## src/rtl/core_dispatch_scoreboard.sv

```systemverilog
// core_dispatch_scoreboard
// Per-execution-unit in-order FIFOs that track destination registers of
// in-flight instructions and publish pending-write masks to dispatch.
// Optional feature macro: CORE_SCOREBOARD_BYPASS_EN. When it is defined, the
// entry being retired this cycle is removed from the masks combinationally.
// When it is not defined, the masks come purely from registered state.
module core_dispatch_scoreboard #(
    parameter int DEPTH = 4
) (
    input  logic        clk,
    input  logic        rst,
    input  logic        dispatch_a,
    input  logic        dispatch_b,
    input  logic        wr_a,
    input  logic        wr_b,
    input  logic [3:0]  rd_a,
    input  logic [3:0]  rd_b,
    input  logic [1:0]  eu_a,
    input  logic [1:0]  eu_b,
    input  logic        wb_alu_a,
    input  logic        wb_alu_b,
    input  logic        wb_branch,
    input  logic        wb_ldst,
    output logic [15:0] mask_alu_a,
    output logic [15:0] mask_alu_b,
    output logic [15:0] mask_branch,
    output logic [15:0] mask_ldst,
    output logic [3:0]  eu_full,
    output logic        error
);

    localparam int PW = $clog2(DEPTH);
    localparam int CW = PW + 1;
    localparam logic [CW-1:0] DEPTH_CNT = CW'(DEPTH);
    localparam logic [CW-1:0] FULL_THR  = CW'(DEPTH - 1);
    localparam int NUM_EU = 4;

    // Entry storage and FIFO bookkeeping, one set per execution unit
    logic [DEPTH-1:0] ent_valid [NUM_EU];
    logic [3:0]       ent_rd    [NUM_EU][DEPTH];
    logic [PW-1:0]    rd_ptr    [NUM_EU];
    logic [PW-1:0]    wr_ptr    [NUM_EU];
    logic [CW-1:0]    count     [NUM_EU];

    // Per-EU decisions for the current cycle
    logic [NUM_EU-1:0] wb_vec;
    logic [NUM_EU-1:0] pop_ok;
    logic [NUM_EU-1:0] underflow;
    logic [NUM_EU-1:0] push_a;
    logic [NUM_EU-1:0] push_b;
    logic [NUM_EU-1:0] acc_a;
    logic [NUM_EU-1:0] acc_b;
    logic [NUM_EU-1:0] dropped;
    logic [CW-1:0]     avail      [NUM_EU];
    logic [CW-1:0]     avail_b    [NUM_EU];
    logic [CW-1:0]     next_count [NUM_EU];
    logic [PW-1:0]     wr_idx_b   [NUM_EU];
    logic [15:0]       mask       [NUM_EU];

    assign wb_vec = {wb_ldst, wb_branch, wb_alu_b, wb_alu_a};

    // Decide pops and pushes per EU: the pop frees a slot first, then slot A
    // (older) and slot B are accepted in order while room remains
    always_comb begin
        for (int e = 0; e < NUM_EU; e++) begin
            pop_ok[e]     = 1'b0;
            underflow[e]  = 1'b0;
            push_a[e]     = 1'b0;
            push_b[e]     = 1'b0;
            acc_a[e]      = 1'b0;
            acc_b[e]      = 1'b0;
            dropped[e]    = 1'b0;
            avail[e]      = '0;
            avail_b[e]    = '0;
            next_count[e] = '0;
            wr_idx_b[e]   = '0;

            pop_ok[e]    = wb_vec[e] && (count[e] != '0);
            underflow[e] = wb_vec[e] && (count[e] == '0);
            push_a[e]    = dispatch_a && wr_a && (eu_a == 2'(e));
            push_b[e]    = dispatch_b && wr_b && (eu_b == 2'(e));

            avail[e]   = count[e] - CW'(pop_ok[e]);
            acc_a[e]   = push_a[e] && (avail[e] < DEPTH_CNT);
            avail_b[e] = avail[e] + CW'(acc_a[e]);
            acc_b[e]   = push_b[e] && (avail_b[e] < DEPTH_CNT);

            dropped[e]    = (push_a[e] && !acc_a[e]) || (push_b[e] && !acc_b[e]);
            next_count[e] = avail_b[e] + CW'(acc_b[e]);
            wr_idx_b[e]   = wr_ptr[e] + PW'(acc_a[e]);
        end
    end

    // FIFO state update: invalidate the retired entry, then write new entries
    // so a push landing on the just-freed slot wins over the invalidation
    always_ff @(posedge clk) begin
        if (rst) begin
            for (int e = 0; e < NUM_EU; e++) begin
                ent_valid[e] <= '0;
                rd_ptr[e]    <= '0;
                wr_ptr[e]    <= '0;
                count[e]     <= '0;
                for (int i = 0; i < DEPTH; i++) begin
                    ent_rd[e][i] <= '0;
                end
            end
        end else begin
            for (int e = 0; e < NUM_EU; e++) begin
                if (pop_ok[e]) begin
                    ent_valid[e][rd_ptr[e]] <= 1'b0;
                    rd_ptr[e]               <= rd_ptr[e] + PW'(1);
                end
                if (acc_a[e]) begin
                    ent_valid[e][wr_ptr[e]] <= 1'b1;
                    ent_rd[e][wr_ptr[e]]    <= rd_a;
                end
                if (acc_b[e]) begin
                    ent_valid[e][wr_idx_b[e]] <= 1'b1;
                    ent_rd[e][wr_idx_b[e]]    <= rd_b;
                end
                wr_ptr[e] <= wr_ptr[e] + PW'(acc_a[e]) + PW'(acc_b[e]);
                count[e]  <= next_count[e];
            end
        end
    end

    // Registered near-full flags (fewer than two free entries) and the sticky
    // protocol error flag
    always_ff @(posedge clk) begin
        if (rst) begin
            eu_full <= '0;
            error   <= 1'b0;
        end else begin
            for (int e = 0; e < NUM_EU; e++) begin
                eu_full[e] <= (next_count[e] >= FULL_THR);
            end
            error <= error || (|underflow) || (|dropped);
        end
    end

    // Pending-write masks: OR of one-hot destinations over valid entries
    always_comb begin
        for (int e = 0; e < NUM_EU; e++) begin
            mask[e] = '0;
            for (int i = 0; i < DEPTH; i++) begin
`ifdef CORE_SCOREBOARD_BYPASS_EN
                if (ent_valid[e][i] && !(pop_ok[e] && (rd_ptr[e] == PW'(i)))) begin
                    mask[e] = mask[e] | (16'h0001 << ent_rd[e][i]);
                end
`else
                if (ent_valid[e][i]) begin
                    mask[e] = mask[e] | (16'h0001 << ent_rd[e][i]);
                end
`endif
            end
        end
    end

    assign mask_alu_a  = mask[0];
    assign mask_alu_b  = mask[1];
    assign mask_branch = mask[2];
    assign mask_ldst   = mask[3];

endmodule
```

## config.mk

```make
export PLATFORM = sky130hd
export DESIGN_NAME = core_dispatch_scoreboard
export DESIGN_NICKNAME = d
export VERILOG_FILES = /design/src/rtl/core_dispatch_scoreboard.sv
export SDC_FILE = /design/constraint.sdc
export NUM_CORES = 1
export LEC_CHECK = 0
export ABC_CLOCK_PERIOD_IN_PS = 8750
export CAP_MARGIN = 30
export CORE_MARGIN = 4
export CORE_UTILIZATION = 41
export CTS_CLUSTER_DIAMETER = 120
export DETAILED_ROUTE_END_ITERATION = 12
export GPL_TIMING_DRIVEN = 0
export PLACE_DENSITY_LB_ADDON = 0.15
export SYNTH_ARGS = -nofsm -noshare
export SYNTH_HDL_FRONTEND = slang
export SYNTH_SLANG_ARGS = --single-unit
export TNS_END_PERCENT = 100
```

## constraint.sdc

```tcl
create_clock -name clk -period 8.75 [get_ports clk]
set_clock_uncertainty 0.2 [all_clocks]
set_input_delay 1.3125 -clock clk [delete_from_list [all_inputs] [get_ports clk]]
set_output_delay 1.3125 -clock clk [all_outputs]
set_load 0.005 [all_outputs]
```

==> metrics.csv, run 1 <==
stage,metric,value,unit
synthesis,"Distinct cells, synth",64,
run,maxcap violations,0,
synthesis,share of async-settable or async-resettable flops after synthesis,0,
synthesis,simple-gate share of the synthesized area,0.265,
placed_design,gpl congestion,0.956,
synthesis,post-synth top area share,0.314,
synthesis,syn nets,992,
setup_path,Worst EP arrival,5340,ps
synthesis,compound-gate portion of the synthesized area,0.205,
clock_tree,PostCTS Resize Cnt,0,
global_routing,initial antenna violation count,0,
setup_path,CP startpoint kind,input port,
setup_path,CP Class,in -> reg,
synthesis,Syn Inst Count,922,
sta,final setup fails,0,
clock_tree,clock root cell,clkbuf_16,
finish,nets,1098,
synthesis,Synth Area in Adders,0.0714,
synthesis,Synth area leaders,"edfxtp_1, ha_1, dfxtp_1",
clock_tree,CTS tree,built,
sta,unrepaired setup endpoints after global routing,no,
synthesis,Synth Register Bits,113,
sta,Slew Limit Fails,0,
setup_path,maximum fanout along the worst path,10,
die,initial core utilization,0.416,
drt,per-cell routed wire length,19.2,µm
worst_hold_path,hold crit path type,reg -> reg,
sta,final hold violation count,0,
synthesis,mux contribution to synthesized area,0.0143,
setup_path,Worst R2R End,ent_valid[0][1],
synthesis,YS warnings,0,
setup_path,Required @ worst endpoint,8780,ps
pwr,pwr/cell area,199,mW/mm²
setup_path,RR Startpoint,count[0][0],
worst_hold_path,Min-Delay Path Depth,2,
status,status,"complete, no violations",
global_routing,GRT Total Usage,0.219,
placed_design,worst slack at placement,3080,ps
sta,final worst-path cycle share,0.606,
drt,first-iteration detailed-routing DRC count,808,
worst_hold_path,Hold Crit Endpoint,error,
global_routing,vias in the first global route,7175,
synthesis,commonest register cell after synthesis,edfxtp_1,
placed_design,Port Buffers,86,
clock_tree,htree depth,4,
clock_tree,Hold Buf Count CTS,0,
die,Die W,151,µm
sta,fmax,0.188,GHz
synthesis,Post-Synth XOR/XNOR Area,0.0320,
sta,slew margin rel.,0.354,
worst_hold_path,worst hold start,error,
die,Ports,91,
finish,share of cells above drive strength 1,0.0538,
setup_path,cells on worst reg2reg path,13,
clock_tree,post-CTS setup buffers,0,
die,die area,0.0229,mm²
synthesis,mapped cell area,0.00841,mm²
sta,TNS Setup,0,ps
die,area of the core,0.0202,mm²
finish,ANT cells,0,
drt,Routed WL,25100,µm
clock_tree,Num CTS Buffers,17,
global_routing,global-route wire length before repair,39000,µm
setup_path,Setup crit end kind,register,
pwr,maximum vdd drop,0.000158,V
synthesis,"Seq/Total Area, Yosys",0.374,
global_routing,pin count of the biggest net entering global routing,17,
synthesis,leading area contributor after synthesis,edfxtp_1,
clock_tree,clock slew at reported path FFs,50,ps
placed_design,DP Area,0.00961,mm²
finish,"commonest non-fill, non-tap cell in the layout",nand2_1,
finish,"commonest non-fill, non-tap cells in the layout","nand2_1, edfxtp_1, clkdlybuf4s50_1",
drt,Vias,7868,
finish,Fillers,1890,
drt,Routed Antenna Nets,0,
global_routing,GRT overflow,0,
clock_tree,Skew-Pair Late Insertion Delay,420,ps
placed_design,HPWL after DPL,19400,µm
sta,final worst slack,3440,ps
die,FP Rows,52,
drt,DRC viols,0,
pwr,Pleak,3.94,nW
clock_tree,Num Clock Sinks,113,
sta,Final min period,5310,ps
clock_tree,clk buf depth,2,
setup_path,reg2reg setup slack,4130,ps
synthesis,syn avg cell area,9.12,µm²
die,Die Span Y,151,µm
sta,Worst-Margin Slew,960,ps
synthesis,largest family of logic cells by synthesized area,simple AND/OR/NAND/NOR gates,
synthesis,"EDFF count, synth",88,
finish,Syn-to-layout area delta,20.6,%
drt,vias per cell,6.01,
finish,Finished Cell Area,0.0101,mm²
drt,router iterations before antenna repair,6,
## registers in the layout, indices dropped and copies added, names as in the netlist
signal / flops
error: 1
ent_valid: 16
count: 12
eu_full: 4
rd_ptr: 8
wr_ptr: 8
ent_rd: 64
## metal layers
| metal | up-vias | routed length [µm] | track usage |
|---|---|---|---|
| met3 | 41 | 1870 | 0.0392 |
| met5 | - | 0 | 0 |
| met4 | 0 | 433 | 0.0689 |
| met1 | 3724 | 11500 | 0.311 |
| li1 | 3732 | - | - |
| met2 | 371 | 11300 | 0.340 |
## worst max-delay path: stages
cell and delay (ps):
clkdlybuf4s50_1 480, nor2b_1 130, clkbuf_1 370, ha_1 240, ha_1 210, xor2_1 330, nor2_1 190, ha_1 220
ha_1 180, xnor3_1 440, nand3_1 150, nor4_1 840, o2bb2ai_1 230
## how the worst max path moves through the flow
stage | end | from | slack, ps
3_3_place_gp | ent_rd[2][13] | wb_branch | 3140
3_5_place_dp | ent_rd[2][13] | wb_branch | 3080
2_1_floorplan | eu_full[0] | wb_alu_a | 4190
5_1_grt | ent_valid[0][1] | wb_alu_a | 3160
6_report | ent_rd[2][13] | wb_branch | 3440
4_1_cts | ent_rd[2][13] | wb_branch | 3500
## where the power goes
part           total, mW  switching, mW  internal [mW]
clock network      0.618          0.236          0.383
logic              0.662          0.378          0.284
registers          0.740         0.0681          0.671
## per-stage QoR
stage / total power [mW] / hold slack, ps / util / cells
after global placement: 1.40 / 334 / 0.475 / 1278
after detailed placement: 1.40 / 320 / 0.475 / 1279
after global routing: 2.14 / 385 / 0.501 / 1310
after floorplan: 1.19 / 293 / - / 922
after CTS: 2.03 / 356 / 0.501 / 1310
final: 2.02 / 367 / 0.501 / 1310
## layout make-up
type	count	area, µm²	share of cell area
tap	270	338	0.0333
clock buffer	19	433	0.0427
inverter	40	150	0.0148
sequential	113	3140	0.310
multi-input combinational	728	4940	0.488
clock inverter	12	95.1	0.00938
buffer	41	171	0.0169
timing repair buffer	87	865	0.0853
## kinds of logic (layout without fill, tap and decap cells)
logic type / Yosys count / in the layout
AO/OA/AOI/OAI: 225 / 225
AND/OR/NAND/NOR: 419 / 419
XOR/XNOR: 24 / 24
buffers and inverters: 81 / 199
flip-flops: 113 / 113
adder cells (fa/ha/maj): 48 / 48
multiplexers: 12 / 12
## synthesized netlist by cell type, drive strengths merged (9+ instances only)
library cell  number
or3b               9
edfxtp            88
nand4             14
a21oi             23
inv               40
nand3b            19
a211o             11
mux2i             12
o21ai             21
a32oi             13
clkbuf            29
o211ai            20
nor3b              9
o2bb2ai           16
nand3             30
nand2b            28
ha                48
and3              19
dfxtp             25
nor2b             43
o221ai            23
nand2            125
nor2              68
nor3              16
xor2               9
o22ai             10
buf               12
a221o             13
o31ai             21
xnor2             11
Power figures use the tool's default switching activity.
==> inputs of run 2 (changes only) <==
--- a/config.mk
+++ b/config.mk
@@ -5,7 +5,7 @@
 export SDC_FILE = /design/constraint.sdc
 export NUM_CORES = 1
 export LEC_CHECK = 0
-export ABC_CLOCK_PERIOD_IN_PS = 8750
+export ABC_CLOCK_PERIOD_IN_PS = 5300
 export CAP_MARGIN = 30
 export CORE_MARGIN = 4
 export CORE_UTILIZATION = 41
==> constraint.sdc (replaced) <==
create_clock -name clk -period 5.3 [get_ports clk]
set_clock_uncertainty 0.2 [all_clocks]
set_input_delay 0.795 -clock clk [delete_from_list [all_inputs] [get_ports clk]]
set_output_delay 0.795 -clock clk [all_outputs]
set_load 0.005 [all_outputs]
==> results of run 2 <==
Same layout as run 1 (identical final DEF). Status: complete, no violations.
Among the figures that moved: setup slack after placement 3080 ps -> 147 ps; setup slack after layout 3440 ps -> 512 ps; register-to-register setup slack 4130 ps -> 680 ps; total power 2.02 mW -> 3.34 mW; worst IR drop on VDD 0.000158 V -> 0.000261 V
